### config.mk
export PLATFORM = sky130hd
export DESIGN_NAME = dma_to_sdram_flat
export DESIGN_NICKNAME = d
export VERILOG_FILES = /design/src/rtl/matrix_dma_pkg.sv /design/src/rtl/dma_to_sdram_if.sv /design/src/rtl/pixel_pack4.sv /design/src/rtl/dma_to_sdram.sv /design/src/flat_wrapper.sv
export SDC_FILE = /design/constraint.sdc
export NUM_CORES = 1
export LEC_CHECK = 0
export ABC_AREA = 1
export ABC_CLOCK_PERIOD_IN_PS = 4550
export BUFFER_PORTS_ARGS = -buffer_cell sky130_fd_sc_hd__buf_4
export CAP_MARGIN = 20
export CORE_AREA = 4 4 144 105
export CTS_CLUSTER_SIZE = 30
export DETAILED_ROUTE_END_ITERATION = 10
export DIE_AREA = 0 0 148 109
export PLACE_DENSITY = 0.85
export SLEW_MARGIN = 20
export SYNTH_ARGS = -nofsm -noshare
export SYNTH_HDL_FRONTEND = slang
export SYNTH_SLANG_ARGS = --single-unit
### constraint.sdc
create_clock -name clk -period 4.55 [get_ports clk]
set_clock_uncertainty 0.15 [all_clocks]
set_input_delay 0.455 -clock clk [delete_from_list [all_inputs] [get_ports clk]]
set_output_delay 0.455 -clock clk [all_outputs]
set_load 0.005 [all_outputs]
### src/rtl/matrix_dma_pkg.sv
// Shared definitions for the pixel-buffer <-> SDRAM DMA engines (loader and capture).
package matrix_dma_pkg;

    typedef enum logic [1:0] {
        StIdle  = 2'd0,
        StFetch = 2'd1,
        StWrite = 2'd2,
        StDone  = 2'd3
    } dma_state_e;

    localparam int unsigned PIX_W    = 12;
    localparam int unsigned LANES    = 4;
    localparam int unsigned SDRAM_AW = 29;
    localparam int unsigned SDRAM_DW = 64;

    // Lane i lives at bit offset 16*i: {0, 16, 32, 48}
    function automatic int unsigned lane_off(input int unsigned idx);
        return idx * 16;
    endfunction

endpackage

### src/rtl/dma_to_sdram_if.sv
// Pixel-buffer read port and Avalon-MM write port bundled for the capture DMA.
interface dma_to_sdram_if #(
    parameter int unsigned BUF_AW = 10,
    parameter int unsigned PIX_W  = 12
);
    logic [BUF_AW-1:0] buf_address;
    logic              buf_rd_en;
    logic [PIX_W-1:0]  buf_data;

    logic [28:0]       sdram0_data_address;
    logic              sdram0_data_write;
    logic [63:0]       sdram0_data_writedata;
    logic [7:0]        sdram0_data_byteenable;
    logic [7:0]        sdram0_data_burstcount;
    logic              sdram0_data_waitrequest;

    modport master (
        output buf_address, buf_rd_en,
        input  buf_data,
        output sdram0_data_address, sdram0_data_write, sdram0_data_writedata,
        output sdram0_data_byteenable, sdram0_data_burstcount,
        input  sdram0_data_waitrequest
    );

    modport slave (
        input  buf_address, buf_rd_en,
        output buf_data,
        input  sdram0_data_address, sdram0_data_write, sdram0_data_writedata,
        input  sdram0_data_byteenable, sdram0_data_burstcount,
        output sdram0_data_waitrequest
    );
endinterface

### src/rtl/pixel_pack4.sv
// Collects four pixels into one 64-bit SDRAM word (lane i at bits [16*i +: PixW]).
module pixel_pack4 #(
    parameter int unsigned PixW = 12
) (
    input  logic            clk_i,
    input  logic            rst_ni,
    input  logic            clr_i,
    input  logic            cap_i,
    input  logic [1:0]      lane_i,
    input  logic [PixW-1:0] pix_i,
    output logic [63:0]     word_o
);
    import matrix_dma_pkg::*;

    logic [LANES-1:0][PixW-1:0] lane_q;

    // Lane registers: clear on request, otherwise overwrite the addressed lane
    always_ff @(posedge clk_i or negedge rst_ni) begin
        if (!rst_ni) begin
            lane_q <= '0;
        end else if (clr_i) begin
            lane_q <= '0;
        end else if (cap_i) begin
            lane_q[lane_i] <= pix_i;
        end
    end

    // Spread lanes into the word; gap nibbles stay zero
    always_comb begin
        word_o = '0;
        for (int unsigned i = 0; i < LANES; i++) begin
            word_o[lane_off(i) +: PixW] = lane_q[i];
        end
    end

endmodule

### src/rtl/dma_to_sdram.sv
// Frame-capture DMA: reads pixels from the pixel buffer, packs four per word and writes them
// to HPS SDRAM over Avalon-MM. Optional macro DMA_TO_SDRAM_ABORT_EN adds an `abort` input.
module dma_to_sdram #(
    parameter int unsigned BUF_AW = 10,
    parameter int unsigned PIX_W  = 12
) (
    input  logic                  clk,
    input  logic                  rst,
    input  logic                  start,
    input  logic [28:0]           begin_address,
    input  logic [31:0]           size_buffer,
`ifdef DMA_TO_SDRAM_ABORT_EN
    input  logic                  abort,
`endif
    output logic                  busy,
    output logic                  done,
    dma_to_sdram_if.master        bus
);
    import matrix_dma_pkg::*;

    dma_state_e          state_q, state_d;
    logic [2:0]          phase_q, phase_d;
    logic [BUF_AW-1:0]   buf_addr_q, buf_addr_d;
    logic [SDRAM_AW-1:0] sd_addr_q, sd_addr_d;
    logic [31:0]         count_q, count_d;
    logic [2:0]          phase_m1;
    logic                pack_clr, pack_cap;
    logic [SDRAM_DW-1:0] pack_word;
`ifdef DMA_TO_SDRAM_ABORT_EN
    logic                abort_pend_q, abort_pend_d;
`endif

    assign phase_m1 = phase_q - 3'd1;

    assign busy = (state_q != StIdle);
    assign done = (state_q == StDone);

    assign bus.buf_address            = buf_addr_q;
    assign bus.sdram0_data_address    = sd_addr_q;
    assign bus.sdram0_data_writedata  = pack_word;
    assign bus.sdram0_data_byteenable = 8'hFF;
    assign bus.sdram0_data_burstcount = 8'd1;

    pixel_pack4 #(
        .PixW (PIX_W)
    ) u_pack (
        .clk_i  (clk),
        .rst_ni (rst),
        .clr_i  (pack_clr),
        .cap_i  (pack_cap),
        .lane_i (phase_m1[1:0]),
        .pix_i  (bus.buf_data),
        .word_o (pack_word)
    );

    // State, counters and addresses
    always_ff @(posedge clk or negedge rst) begin
        if (!rst) begin
            state_q    <= StIdle;
            phase_q    <= '0;
            buf_addr_q <= '0;
            sd_addr_q  <= '0;
            count_q    <= '0;
`ifdef DMA_TO_SDRAM_ABORT_EN
            abort_pend_q <= 1'b0;
`endif
        end else begin
            state_q    <= state_d;
            phase_q    <= phase_d;
            buf_addr_q <= buf_addr_d;
            sd_addr_q  <= sd_addr_d;
            count_q    <= count_d;
`ifdef DMA_TO_SDRAM_ABORT_EN
            abort_pend_q <= abort_pend_d;
`endif
        end
    end

    // Next-state and strobe decode
    always_comb begin
        state_d                = state_q;
        phase_d                = phase_q;
        buf_addr_d             = buf_addr_q;
        sd_addr_d              = sd_addr_q;
        count_d                = count_q;
        pack_clr               = 1'b0;
        pack_cap               = 1'b0;
        bus.buf_rd_en          = 1'b0;
        bus.sdram0_data_write  = 1'b0;
`ifdef DMA_TO_SDRAM_ABORT_EN
        abort_pend_d           = abort_pend_q;
`endif
        unique case (state_q)
            StIdle: begin
                if (start) begin
                    sd_addr_d  = begin_address;
                    count_d    = '0;
                    buf_addr_d = '0;
                    phase_d    = '0;
                    pack_clr   = 1'b1;
`ifdef DMA_TO_SDRAM_ABORT_EN
                    abort_pend_d = 1'b0;
`endif
                    state_d    = (size_buffer == 32'd0) ? StDone : StFetch;
                end
            end
            StFetch: begin
                // Reads issue in phases 0..3; data lands one phase later into lane phase-1
                if (phase_q != 3'd4) begin
                    bus.buf_rd_en = 1'b1;
                    buf_addr_d    = buf_addr_q + 1'b1;
                end
                if (phase_q != 3'd0) begin
                    pack_cap = 1'b1;
                end
                if (phase_q == 3'd4) begin
                    phase_d = '0;
                    state_d = StWrite;
                end else begin
                    phase_d = phase_q + 3'd1;
                end
`ifdef DMA_TO_SDRAM_ABORT_EN
                if (abort) begin
                    phase_d = '0;
                    state_d = StDone;
                end
`endif
            end
            StWrite: begin
                bus.sdram0_data_write = 1'b1;
`ifdef DMA_TO_SDRAM_ABORT_EN
                // Abort is remembered so the pending Avalon write still completes
                if (abort) begin
                    abort_pend_d = 1'b1;
                end
`endif
                if (!bus.sdram0_data_waitrequest) begin
                    count_d   = count_q + 32'd1;
                    sd_addr_d = sd_addr_q + 1'b1;
                    if (count_d == size_buffer) begin
                        state_d = StDone;
                    end else begin
                        state_d = StFetch;
                    end
`ifdef DMA_TO_SDRAM_ABORT_EN
                    if (abort || abort_pend_q) begin
                        state_d = StDone;
                    end
`endif
                end
            end
            StDone: begin
                state_d = StIdle;
            end
            default: begin
                state_d = StIdle;
            end
        endcase
    end

endmodule

### src/flat_wrapper.sv
// flat-port wrapper written by rule: the top's interface ports become plain ports
module dma_to_sdram_flat import matrix_dma_pkg::*;
#(
    parameter int unsigned BUF_AW = 10,
    parameter int unsigned PIX_W  = 12
)
  (clk, rst, start, begin_address, size_buffer, busy, done, bus_buf_address, bus_buf_rd_en, bus_buf_data, bus_sdram0_data_address, bus_sdram0_data_write, bus_sdram0_data_writedata, bus_sdram0_data_byteenable, bus_sdram0_data_burstcount, bus_sdram0_data_waitrequest);
  dma_to_sdram_if #(.BUF_AW(BUF_AW), .PIX_W(PIX_W)) bus_i ();
  input  logic clk;
  input  logic rst;
  input  logic start;
  input  logic [28:0] begin_address;
  input  logic [31:0] size_buffer;
  output logic busy;
  output logic done;
  output wire logic [$bits(bus_i.buf_address)-1:0] bus_buf_address;
  output wire logic [$bits(bus_i.buf_rd_en)-1:0] bus_buf_rd_en;
  input wire logic [$bits(bus_i.buf_data)-1:0] bus_buf_data;
  output wire logic [$bits(bus_i.sdram0_data_address)-1:0] bus_sdram0_data_address;
  output wire logic [$bits(bus_i.sdram0_data_write)-1:0] bus_sdram0_data_write;
  output wire logic [$bits(bus_i.sdram0_data_writedata)-1:0] bus_sdram0_data_writedata;
  output wire logic [$bits(bus_i.sdram0_data_byteenable)-1:0] bus_sdram0_data_byteenable;
  output wire logic [$bits(bus_i.sdram0_data_burstcount)-1:0] bus_sdram0_data_burstcount;
  input wire logic [$bits(bus_i.sdram0_data_waitrequest)-1:0] bus_sdram0_data_waitrequest;
  assign bus_buf_address = bus_i.buf_address;
  assign bus_buf_rd_en = bus_i.buf_rd_en;
  assign bus_i.buf_data = bus_buf_data;
  assign bus_sdram0_data_address = bus_i.sdram0_data_address;
  assign bus_sdram0_data_write = bus_i.sdram0_data_write;
  assign bus_sdram0_data_writedata = bus_i.sdram0_data_writedata;
  assign bus_sdram0_data_byteenable = bus_i.sdram0_data_byteenable;
  assign bus_sdram0_data_burstcount = bus_i.sdram0_data_burstcount;
  assign bus_i.sdram0_data_waitrequest = bus_sdram0_data_waitrequest;
  dma_to_sdram #(.BUF_AW(BUF_AW), .PIX_W(PIX_W)) u_core (.clk(clk), .rst(rst), .start(start), .begin_address(begin_address), .size_buffer(size_buffer), .busy(busy), .done(done), .bus(bus_i));
endmodule
==> results of run 1 <==
per-stage QoR:
| stage | utilization | power [W] | std cells |
|---|---|---|---|
| 6_report | 0.7077 | 0.005127 | 1448 |
| 5_1_grt | 0.7077 | 0.005449 | 1448 |
| 4_1_cts | 0.7077 | 0.005123 | 1448 |
| 3_5_place_dp | 0.6637 | 0.003684 | 1416 |
| 3_3_place_gp | 0.6637 | 0.003626 | 1416 |
| 2_1_floorplan | - | 0.002792 | 1119 |
metal layers:
metal	wire, um	part of all wire	track usage	vias up
li1	-	-	-	3830
met1	10190	0.43	0.4089	3738
met2	10650	0.45	0.4556	462
met3	2448	0.10	0.06855	40
met4	423	0.018	0.07779	0
met5	0	0	0	-
worst max-delay path, delay by kind of cell (launching register included):
family / cells / cell delay [ns]
buffers and inverters: 4 / 1.18
and+or+nand+nor: 3 / 0.72
DFF: 1 / 0.41
AOI/OAI and AO/OA: 1 / 0.11
registers in the layout (all words and copies together), names as in the netlist:
name and cells:
u_core.phase_q 3, u_core.u_pack.word_o 48, u_core.bus.buf_address 10, u_core.state_q 2, u_core.bus.sdram0_data_address 29, u_core.count_q 32
final timing paths:
| kind | startpoint | end | cells past startpoint |
|---|---|---|---|
| max reg2reg | u_core.state_q[1] | u_core.count_q[14] | 8 |
| max | u_core.state_q[1] | u_core.count_q[14] | 8 |
| min reg2reg | u_core.u_pack.word_o[34] | u_core.u_pack.word_o[34] | 2 |
| min | rst | u_core.count_q[24] | 1 |
| max in group asynchronous | rst | u_core.count_q[6] | 2 |
| min in group clk | begin_address[1] | u_core.bus.sdram0_data_address[1] | 3 |
cell usage in the layout, fill, tap and decap left out, types with 8 or more instances in the layout:
cell,n
sky130_fd_sc_hd__nor2_1,101
sky130_fd_sc_hd__inv_1,103
sky130_fd_sc_hd__o21ai_1,10
sky130_fd_sc_hd__buf_4,173
sky130_fd_sc_hd__ha_1,8
sky130_fd_sc_hd__nand3_1,137
sky130_fd_sc_hd__a21oi_1,21
sky130_fd_sc_hd__nand2_2,10
sky130_fd_sc_hd__nand4_1,9
sky130_fd_sc_hd__conb_1,32
sky130_fd_sc_hd__clkbuf_16,17
sky130_fd_sc_hd__o22ai_1,17
sky130_fd_sc_hd__nand3b_1,12
sky130_fd_sc_hd__nand2_1,280
sky130_fd_sc_hd__xor2_1,17
sky130_fd_sc_hd__dfrtp_1,124
sky130_fd_sc_hd__o21ai_0,101
sky130_fd_sc_hd__inv_6,8
sky130_fd_sc_hd__nor4_1,8
power by group through the flow:
stage               clock network, W  logic (W)  registers, W
floorplan                          0    0.00104       0.00175
global placement                   0    0.00183       0.00179
detailed placement                 0    0.00189       0.00179
CTS                          0.00142    0.00192       0.00179
global route                 0.00147    0.00213       0.00184
finish                       0.00141    0.00192       0.00180
cell families after synthesis:
group	synth area share
other	0.0009601
DFF	0.3967
muxes	0.001280
AOI/OAI and AO/OA	0.1164
and+or+nand+nor	0.3389
adders and majority gates	0.01280
buffers and inverters	0.1014
xor gates and xnor gates	0.03151
area by class of cell:
type | count | area (sq um) | share of cell area
Clock buffer | 17 | 425.4 | 0.04390
Tap cell | 190 | 237.7 | 0.02453
Inverter | 108 | 405.4 | 0.04183
Timing Repair Buffer | 173 | 1299 | 0.1340
Multi-Input combinational cell | 821 | 4044 | 0.4173
Clock inverter | 15 | 176.4 | 0.01821
Sequential cell | 124 | 3103 | 0.3202
==> results.md, run 1 <==
- By area the synthesized netlist is led by sky130_fd_sc_hd__dfrtp_1 (40%), sky130_fd_sc_hd__nand2_1 (13%), sky130_fd_sc_hd__nand3_1 (8.8%).
- The number of placement rows is 36.
- The area enclosed by the die boundary is 16130 sq um.
- The clock input transition at the sequential cells of the worst setup and hold paths is 0.06 ns.
- Across the run, the number of max-cap violations was 0.
- On the critical path, the stage with the largest delay is an instance of sky130_fd_sc_hd__inv_2.
- The cell area after synthesis is 7823 sq um.
- The fmax is 364.6 MHz.
- Synthesis handed over a netlist of 1089 instances.
- The number of nets with antenna violations after routing is 0.
- Measured against its own limit, the worst slew margin works out to 0.4100.
- The relative contribution of sequential cells to total power is 0.351.
- The max-slew violation total from the final report is 0.
- The first global-routing pass estimated between 30000 and 40000 um of wire.
- The placeable core region is 13690 sq um.
- The final hold slack is -0.02819 ns.
- The power density normalized to cell area is 529.1 nW/um^2.
- The worst setup path is captured at a flop.
- The placer's final routability congestion estimate is 0.9643.
- The register-to-register setup slack is 1.81 ns.
- The share of the synthesized area in the top cell type is 0.3967.
- The cell type contributing the most total cell area after synthesis is sky130_fd_sc_hd__dfrtp_1.
- The buffers inserted during post-CTS setup optimization is 0.
- For this block, the routed nets add up to between 20000 and 25000 um of wire.
- Yosys printed 0 warnings.
- The number of distinct library cell variants in the gate-level netlist after synthesis is 47.
- The deepest clock path buffer count is 2.
- The proportion of register bits with asynchronous set or reset after synthesis is 1.000.
- The leading cell type by number of instances after synthesis is sky130_fd_sc_hd__nand2_1.
- The clock period minus worst slack is approximately 2.7 ns.
- Entering global routing, the biggest net connects 67 pins.
- The minimum setup slack in the final design is 1.807 ns.
- The number of antenna violations at the first check in global routing came to 0.
- Once detailed placement completed, the half-perimeter wirelength came to 16910 um.
- The number of endpoints with negative hold slack in the final report is 3.
- The number of antenna diodes in the final layout is 0.
- The final standard cell area without fillers is 9691 sq um.
- The cell at the root of the clock tree is sky130_fd_sc_hd__clkbuf_16.
- The flow ran to the end, but the final reports show violations.
- The number of buffers added to fix hold violations after cts is 0.
- The total cell area at the placement stage is between 9000 and 10000 sq um.
- The clock tree synthesis step divided the H-tree into 4 levels.
- The internal portion of the total power is 0.003101 W.
- Sorting the synthesized cells by how often they occur yields sky130_fd_sc_hd__nand2_1 (281), sky130_fd_sc_hd__nand3_1 (137), sky130_fd_sc_hd__dfrtp_1 (124).
- At the placement stage, the worst setup path has a slack of 1.876 ns.
- The quantity of gates resized following cts is 0.
- The largest single stage delay on the critical path is around 0.55 ns.
- CTS saw 124 sinks.
- The path class of the tightest hold or removal check is primary input to async pin.
- For this design the total switching power over the nets is 0.002026 W.
- The die is 148 um wide.
- At the pin with the least slew margin, the transition time is 0.8851 ns.
- STA classifies the critical path startpoint as a flop.
- The wire length per cell is 16.38 um.
- The number of buffer cells added on primary ports is 167.
- The logic gate share of total power is 0.374.
- After detailed routing, the number of remaining DRC violations is 0.
- The total routing usage reported by global routing is 0.2904.
- The peak supply drop is 349.6 uV.
- The die height is 109 um.
- The later pin in the worst-skew pair is clocked with a latency of 0.42 ns.
- Setup violations remaining at the end of the flow were counted as 0.
- At the worst endpoint, the arrival time is 2.86 ns.
- The part of the cycle the worst path needs is 0.6028.
- The layout cell share with drive strength beyond 1 is 0.1963.
- From synthesis to final layout, the design area changed by 23.88%.
- The number of register bits inferred by synthesis is 124.
- The first TritonRoute pass finished after 7 iterations.
- The via count of the first global-routing pass was approximately 7500.
- For this run, the register share of the synthesized area comes to 0.3967.
- The detailed router placed 8070 vias in this run.
- The CTS tree is done.
- The primary flip-flop cell chosen by synthesis mapping is sky130_fd_sc_hd__dfrtp_1.
- The starting density of the core is 0.5713.
- The final reports fail on negative hold slack.
- Walking the worst path, the cells encountered are inv_1, nor2_2, inv_2, nor2_4, nor2_2, inv_2, buf_4, o22ai_1.
- The iteration-0 DRC count of the detailed router is around 850.
- The aggregate negative setup slack is 0 ns.
- For this design the static power due to leakage is 4.742 nW.
- The I/O pin total is 200.
- Along the worst path, the maximum fanout reaches 42.
- The total congestion overflow after global routing is 0.
- The net total in the final layout is 1330.
- The number of enable flip-flop cells after synthesis is 0.
- The clock group share of total power is 0.275.
- The total CTS buffers is 17.
- The critical path class is flop to flop.
- Setup repair after global routing left no endpoint under its margin.
- Dividing the detail-routed via count by the number of cells gives 5.573.
- The number of fill cells in the layout is 1117.
- The net switching share of the total power is 0.3951.
- The required time of the critical path is 4.67 ns.
- The mean area per synthesized cell is 7.183 sq um.
No activity file was read; power rests on OpenSTA's default activity.
==> run 2: changes to the inputs <==
Settings changed: ABC_CLOCK_PERIOD_IN_PS 4550 to 2800, CORE_AREA 4 4 144 105 to 4 4 149 108, DIE_AREA 0 0 148 109 to 0 0 153 112, PLACE_DENSITY 0.85 to 0.8.
Clock period 4.55 ns to 2.8 ns, I/O delays scaled along.
==> run 2 against run 1 <==
Effect of this change:
- critical endpoint is now u_core.state_q[1]
- register-to-register slack got worse by 1.4 ns
- largest cell class unchanged
- sequential share of layout area is 0.46 points lower
- count of clock-buffer cells in the layout rose by 1
- final area up 1.5%
- worst hold slack better by 0.038 ns
- setup slack got worse by 1.4 ns
- largest power group unchanged
- sequential power rose by 61%
- combinational power rose by 65%
- non-clock buffer count increased by 14
- clock power is 58% higher
- the flow now finishes without violations
- critical path depth up 5
==> results.md, run 2 (synthesis results as in run 1) <==
- The flow ran to the end, and the final reports show no timing, DRC or antenna violations.
- The part of the cycle the worst path needs is 0.8676 (+0.2648).
- TritonCTS built the clock tree.
- The core utilization of the finished layout is 0.6764 (-0.03133).
- The type of element capturing the critical path is a flop.
- The fmax is 411.7 MHz (+13%).
- The detailed-route vias per instance is 5.438 (-2.4%).
- The total CTS buffers is 17 (unchanged).
- The width of the die was 153 um (+3.4%).
- The number of endpoints with negative hold slack in the final report is 0 (-3).
- The total congestion overflow after global routing is 0 (unchanged).
- The total cell area at the placement stage was 9153 sq um (+0.70%).
- The layout overhead on the synthesized area is 25.69%.
- The startpoint identified for the worst register-to-register timing path is u_core.count_q[0].
- The number of nets with antenna violations after routing is 0 (unchanged).
- The library cell used most frequently in the layout, excluding fill and tap cells, is sky130_fd_sc_hd__nand2_1.
- The reg-to-reg endpoint is u_core.state_q[1].
- The number of flip-flops under the largest register name is 48 (unchanged).
- The post-route non-filler standard cell count came to 1467 (+1.3%).
- The count of clock tree sinks is 124 (unchanged).
- The buffers inserted during post-CTS setup optimization is 0 (unchanged).
- The required time of the critical path is 3.00 ns (-1.67 ns).
- The actual slew at the worst max-slew pin is 0.6804 ns (-0.2046 ns).
- The number of optimization iterations in the first detailed-route pass is 5 (-2).
- The final standard cell area without fillers came to 9832 sq um (+1.5%).
- The via count of the first global-routing pass is 7141 (-4.4%).
- The pin count of the biggest net entering global routing came to 51 (-24%).
- The register-to-register setup slack came to 0.37 ns (-1.44 ns).
- The max-slew violation total from the final report is 0 (unchanged).
- The number of remaining DRC errors came to 0 (unchanged).
- The worst reg2reg path depth was 13 (+5).
- The power density normalized to cell area came to 843.3 nW/um^2 (+59%).
- The headroom to the max-slew limit was 0.5453 (+0.1353).
- The global-route wire length before repair came to 37270 um (-0.52%).
- The number of maximum-capacitance constraint violations came to 0 (unchanged).
- The maximum level of the CTS H-tree was 4 (unchanged).
- The number of antenna violations at the first check in global routing is 0 (unchanged).
- The post-place setup slack is 0.4054 ns (-1.471 ns).
- The number of buffer cells added on primary ports is 167 (unchanged).
- The total routing usage reported by global routing is 0.2691 (-0.02136).
- The total inserted antenna cells is 0 (unchanged).
- The arrival time of data at the critical path endpoint is 2.63 ns (-0.23 ns).
- The quantity of gates resized following cts is 0 (unchanged).
- The iteration-0 DRC count of the detailed router is 818 (-3.3%).
- The class of the worst hold path is primary input to flop.
- The peak fanout along the critical path is 7 (-83%).
- The clock period minus worst slack is 2.429 ns (-0.3135 ns).
- The starting density of the core came to 0.5381 (-0.03314).
- The number of buffers added to fix hold violations after cts came to 8 (+8).
- The clock input transition at the sequential cells of the worst setup and hold paths is 0.06 ns (about the same).
- The layout cell share with drive strength beyond 1 came to 0.1989 (+0.002556).
- The placeable core region is 14540 sq um (+6.2%).
- The net total in the final layout is 1344 (+1.1%).
- The aggregate negative setup slack is 0 ns (unchanged).
- The die height is 112 um (+2.8%).
- The placed wire-length estimate after detailed placement is 17500 um (+3.5%).
- By startpoint and endpoint, the worst setup path is classified as flop to flop.
- The leakage dissipation came to 4.805 nW (+1.3%).
- Clock tree synthesis selected as its root buffer the cell sky130_fd_sc_hd__clkbuf_16.
- The peak supply drop is 550.9 uV (+58%).
- The number of fill cells in the layout is 1245 (+11%).
- The wire length per cell is 15.86 um (-3.2%).
- The placer's final routability congestion estimate was 0.9663 (+0.21%).
- The area enclosed by the die boundary is 17140 sq um (+6.2%).
- The later-pin clock latency in the skew report is 0.42 ns (about the same).
- The library cells used most frequently in the layout, excluding fill and tap cells, are sky130_fd_sc_hd__nand2_1 (280), sky130_fd_sc_hd__buf_4 (178), sky130_fd_sc_hd__nand3_1 (137).
- The number of placed instances, taps included came to 1427 (+0.78%).
- The post-detailed-routing wire length is 23270 um (-1.9%).
- The final number of setup-violating endpoints is 0 (unchanged).
- The total number of vias is 7978 (-1.1%).
- The I/O pin total is 200 (unchanged).
- The kind of launch point of the worst setup path is a flop.
- The most critical setup path has its endpoint at u_core.state_q[1].
- The number of placement rows is 37 (+2.8%).
- The deepest clock path buffer count came to 2 (unchanged).
- The minimum setup slack in the final design was 0.3708 ns (-1.436 ns).
- Setup repair after global routing left no endpoint under its margin.
- The launch point of the critical path is u_core.count_q[0].
-- run 2: layout make-up --
class                   count  area [sq um]  share of cell area
clock inverters            14         160.2             0.01629
well taps                 195         244.0             0.02482
clock buffers              18         439.2             0.04467
flip-flops and latches    124          3103              0.3156
repair buffers            187          1436              0.1461
multi-input cells         821          4044              0.4113
inverters                 108         405.4             0.04123
-- run 2: report_power, final --
group / switching, W / internal [W] / total (W)
Sequential: 0.000555 / 0.00235 / 0.00290
Clock: 0.000876 / 0.00135 / 0.00223
Combinational: 0.00178 / 0.00138 / 0.00316
-- run 2: how the worst min path moves through the flow --
stage | from | to | slack (ns) | cells past startpoint
floorplan | rst | u_core.bus.buf_address[0] | -0.17 | 0
global placement | rst | u_core.count_q[24] | 0.18 | 1
detailed placement | rst | u_core.count_q[24] | 0.17 | 1
CTS | bus_buf_data[2] | u_core.u_pack.word_o[2] | 0.005 | 3
global route | begin_address[24] | u_core.bus.sdram0_data_address[24] | 0.02 | 3
finish | begin_address[28] | u_core.bus.sdram0_data_address[28] | 0.01 | 3
-- run 2: critical path, cell delays in order, from the launching register on --
cell and delay [ns]:
sky130_fd_sc_hd__dfrtp_1 0.45, sky130_fd_sc_hd__ha_1 0.24, sky130_fd_sc_hd__nand2_2 0.13, sky130_fd_sc_hd__nor2_8 0.16
sky130_fd_sc_hd__nand2_2 0.12, sky130_fd_sc_hd__nor2_4 0.24, sky130_fd_sc_hd__nand3_1 0.13, sky130_fd_sc_hd__nand3_1 0.14
sky130_fd_sc_hd__nand2_1 0.06, sky130_fd_sc_hd__inv_1 0.05, sky130_fd_sc_hd__nand3_1 0.13, sky130_fd_sc_hd__nor2_1 0.13
sky130_fd_sc_hd__nand3_1 0.10, sky130_fd_sc_hd__a21oi_2 0.12
-- run 2: per-layer routing --
metal	part of all wire	track usage	vias up
met5	0	0	-
li1	-	-	3855
met2	0.43	0.3870	415
met3	0.10	0.07343	34
met4	0.018	0.07062	0
met1	0.45	0.4013	3674
-- run 2: metrics by stage --
| step | power, W | hold slack, ns |
|---|---|---|
| 2_1_floorplan | 0.004537 | -0.1656 |
| 3_3_place_gp | 0.005959 | 0.1760 |
| 3_5_place_dp | 0.006050 | 0.1713 |
| 4_1_cts | 0.008312 | 0.004958 |
| 5_1_grt | 0.008862 | 0.01645 |
| 6_report | 0.008291 | 0.01016 |
==> run 3: changes to the inputs <==
Settings changed: ABC_AREA 1 to default, CORE_AREA 4 4 149 108 to 4 4 146 106, DIE_AREA 0 0 153 112 to 0 0 150 110, PLACE_DENSITY 0.8 to 0.79.
==> run 3 against run 2 <==
Effect of this change:
- utilization rose by 2.5 points
- via count fell by 8.1%
- sequential share of layout area rose by 0.35 points
- count of clock-buffer cells in the layout fell by 1
- clock power barely moved
- flip-flop and latch count did not move
- maximum frequency fell by 9.3%
- routed wire length fell by 1.8%
- first-iteration DRC count fell by 28%
- synthesized area fell by 6.5%
- register-to-register slack got worse by 0.25 ns
- largest power group unchanged
==> results.md, run 3 <==
- The area enclosed by the die boundary is 16500 sq um (-3.7%).
- The power density normalized to cell area was 863.5 nW/um^2 (+2.4%).
- The run finished with clean final reports.
- The share of the synthesized area in the top cell type was 0.4241 (+0.02740).
- The power after layout is 0.008406 W (+1.4%).
- The post-place setup slack came to 0.04176 ns (-0.3637 ns).
- The actual slew at the worst max-slew pin is 0.6161 ns (-0.06431 ns).
- The maximum level of the CTS H-tree was 4 (unchanged).
- The count of clock tree sinks is 124 (unchanged).
- In the synthesized netlist, the cells that appear most often are sky130_fd_sc_hd__nand2_1 (128), sky130_fd_sc_hd__dfrtp_1 (124), sky130_fd_sc_hd__a21oi_1 (110).
- The number of optimization iterations in the first detailed-route pass is 5 (unchanged).
- The cell area after synthesis is 7317 sq um (-6.5%).
- The arrival time of data at the critical path endpoint is 2.85 ns (+0.22 ns).
- The number of distinct library cell variants in the gate-level netlist after synthesis is 53 (+13%).
- The deepest clock path buffer count is 2 (unchanged).
- The wire length per cell is 17.78 um (+12%).
- The placer's final routability congestion estimate is 0.9444 (-2.3%).
- The number of enable flip-flop cells after synthesis was 0 (unchanged).
- The number of nets with antenna violations after routing is 0 (unchanged).
- The peak supply drop is 539.4 uV (-2.1%).
- The most used flip-flop cell after synthesis is sky130_fd_sc_hd__dfrtp_1.
- The mean area per synthesized cell was 8.258 sq um (+15%).
- The total inserted antenna cells is 0 (unchanged).
- The number of register bits inferred by synthesis came to 124 (unchanged).
- Setup repair after global routing left no endpoint under its margin.
- The layout cell share with drive strength beyond 1 is 0.2648 (+0.06594).
- The placed wire-length estimate after detailed placement is 16750 um (-4.3%).
- The worst path buffer plus inverter count is 1 (unchanged).
- The fmax is 373.4 MHz (-9.3%).
- The total cell area at the placement stage is 8956 sq um (-2.1%).
- The proportion of register bits with asynchronous set or reset after synthesis came to 1.000 (unchanged).
- The die height is 110 um (-1.8%).
- The number of antenna violations at the first check in global routing is 0 (unchanged).
- TritonCTS built the clock tree.
- The number of remaining DRC errors is 0 (unchanged).
- The class of the worst hold path is primary input to flop.
- The global-route wire length before repair is 35750 um (-4.1%).
- The number of endpoints with negative hold slack in the final report is 0 (unchanged).
- The final number of setup-violating endpoints is 0 (unchanged).
- The area of combinational cells with multiple inputs came to 3966 sq um (-1.9%).
- The total congestion overflow after global routing is 0 (unchanged).
- The most common library cell in the layout ignoring fill and taps is sky130_fd_sc_hd__buf_4.
- The clock input transition at the sequential cells of the worst setup and hold paths is 0.07 ns (about the same).
- The starting density of the core is 0.5274 (-0.01071).
- The post-synthesis sequential area ratio is 0.4241 (+0.02740).
- The detailed-route vias per instance is 5.707 (+4.9%).
- The synthesis warning total is 0 (unchanged).
- The worst reg2reg path depth is 8 (-5).
- The number of placement rows is 36 (-2.7%).
- The total CTS buffers was 17 (unchanged).
- The total routing usage reported by global routing is 0.2757 (+0.006597).
- The worst setup path is captured at a flop.
- The synthesized design spends more area on one cell type than any other, namely sky130_fd_sc_hd__dfrtp_1.
- Broken down by cell family, the worst path's largest delay share belongs to simple AND/OR/NAND/NOR gates.
- Leaving out fill and tap cells, the most frequent cells in the layout are sky130_fd_sc_hd__buf_4 (224), sky130_fd_sc_hd__nand2_1 (128), sky130_fd_sc_hd__dfrtp_1 (121).
- The worst hold path stage count is 3 (unchanged).
- The I/O pin total is 200 (unchanged).
- The worst setup path is launched from a flop.
- The number of cells on the critical path is 8 (-5).
- The width of the die was 150 um (-2.0%).
- The register-to-register setup slack was 0.12 ns (-0.25 ns).
- The part of the cycle the worst path needs came to 0.9566 (+0.08901).
- The iteration-0 DRC count of the detailed router is 590 (-28%).
- The total number of vias is 7334 (-8.1%).
- The clock period minus worst slack was 2.678 ns (+0.2492 ns).
- The post-detailed-routing wire length is 22840 um (-1.8%).
- The final standard cell area without fillers is 9736 sq um (-0.98%).
- The pin count of the biggest net entering global routing is 60 (+18%).
- The minimum setup slack in the final design is 0.1216 ns (-0.2492 ns).
- The max-slew violation total from the final report is 0 (unchanged).
- The number of flip-flops under the largest register name came to 48 (unchanged).
- The tree is rooted in a sky130_fd_sc_hd__clkbuf_16.
- The number of fill cells in the layout is 1139 (-8.5%).
- The sequential cell area in the final layout was 3107 sq um (+0.12%).
- The number of standard cells after synthesis was 886 (-19%).
- The later-pin clock latency in the skew report is 0.41 ns (about the same).
- The headroom to the max-slew limit was 0.5893 (+0.04397).
- The critical path goes through buf_6, nand4_4, or4_4, nor4_4, xnor2_1, o2111ai_1, or4_1, o31ai_1.
- The via count of the first global-routing pass is 6768 (-5.2%).
- The aggregate negative setup slack is 0 ns (unchanged).
- Among all cell types in the netlist, the one instantiated most often is sky130_fd_sc_hd__nand2_1.
- The peak fanout along the critical path is 3 (-4).
- The net total in the final layout came to 1167 (-13%).
- The number of buffer cells added on primary ports was 167 (unchanged).
- The cell with the largest stage delay on the worst path is sky130_fd_sc_hd__or4_4.
- The number of maximum-capacitance constraint violations came to 0 (unchanged).
- The worst setup path is of the flop to flop kind.
- The placeable core region is 13870 sq um (-4.6%).
- The leakage dissipation is 4.414 nW (-8.1%).
- The largest stage delay on the critical path is 0.54 ns (+0.09 ns).
- Yosys attributes the largest share of cell area to sky130_fd_sc_hd__dfrtp_1 (42%), sky130_fd_sc_hd__a21oi_1 (7.5%), sky130_fd_sc_hd__nand2_1 (6.6%).
- The required time of the critical path was 2.97 ns (-0.03 ns).
- The layout overhead on the synthesized area is 33.05%.
-- run 3: cell count changes in the layout (fill, tap and decap cells not counted), moves of 15 or more --
cell / delta
sky130_fd_sc_hd__a21oi_1: +88
sky130_fd_sc_hd__and3_1: +15
sky130_fd_sc_hd__buf_4: +46
sky130_fd_sc_hd__inv_1: -92
sky130_fd_sc_hd__nand2_1: -152
sky130_fd_sc_hd__nand3_1: -53
sky130_fd_sc_hd__nor2_1: -47
sky130_fd_sc_hd__o21ai_0: -34
sky130_fd_sc_hd__xnor2_1: +33
-- run 3: what timing repair did --
| action | 4_1_cts | 5_1_grt |
|---|---|---|
| setup buffers | 0 | 4 |
| endpoints found under the setup margin | 0 | 1 |
| hold buffers | 4 | 0 |
| gates resized for setup | 0 | 22 |
| hold endpoints to repair | 48 | 0 |
-- run 3: worst min-delay path, stage by stage --
cell and delay, ns:
sky130_fd_sc_hd__buf_4 0.13, sky130_fd_sc_hd__nand3_1 0.07, sky130_fd_sc_hd__a21oi_1 0.06
-- run 3: final timing paths --
check	to	from
max in group asynchronous	u_core.u_pack.word_o[33]	rst
min in group asynchronous	u_core.count_q[10]	rst
min	u_core.u_pack.word_o[22]	bus_buf_data[6]
max reg2reg	u_core.state_q[1]	u_core.count_q[0]
max	u_core.state_q[1]	u_core.count_q[0]
min reg2reg	u_core.u_pack.word_o[52]	u_core.u_pack.word_o[52]
-- run 3: area by class of cell --
type,instances,area share
multi-input cells,696,0.4074
flip-flops and latches,124,0.3191
repair buffers,232,0.1833
clock buffers,17,0.04370
well taps,190,0.02442
clock inverters,15,0.01786
inverters,11,0.004241
-- run 3: cells by family after synthesis --
family | Yosys count | share of synthesized area
flops | 124 | 0.4241
xor+xnor | 58 | 0.07045
fa+ha+maj | 8 | 0.01368
buf+inv | 96 | 0.06652
simple gates | 367 | 0.2461
other cells | 2 | 0.001026
compound gates | 231 | 0.1782
-- run 3: per-stage QoR --
step	utilization	hold slack (ns)	instances
2_1_floorplan	-	-0.1656	916
3_3_place_gp	0.6456	0.1851	1245
3_5_place_dp	0.6456	0.1806	1245
4_1_cts	0.6916	0.003280	1281
5_1_grt	0.7018	0.01016	1285
6_report	0.7018	0.01767	1285
-- run 3: metal layers --
layer | global-route usage | vias to the layer above | wire length, um
li1 | - | 3490 | -
met1 | 0.4051 | 3466 | 10320
met2 | 0.3993 | 348 | 9930
met3 | 0.07479 | 30 | 2243
met4 | 0.08225 | 0 | 349
met5 | 0 | - | 0
-- run 3: power breakdown --
part           switching [W]  leakage [nW]  internal (W)  total, W
clock network       0.000948         0.293       0.00128   0.00222
logic                0.00185          2.50       0.00148   0.00334
registers           0.000505          1.62       0.00234   0.00284
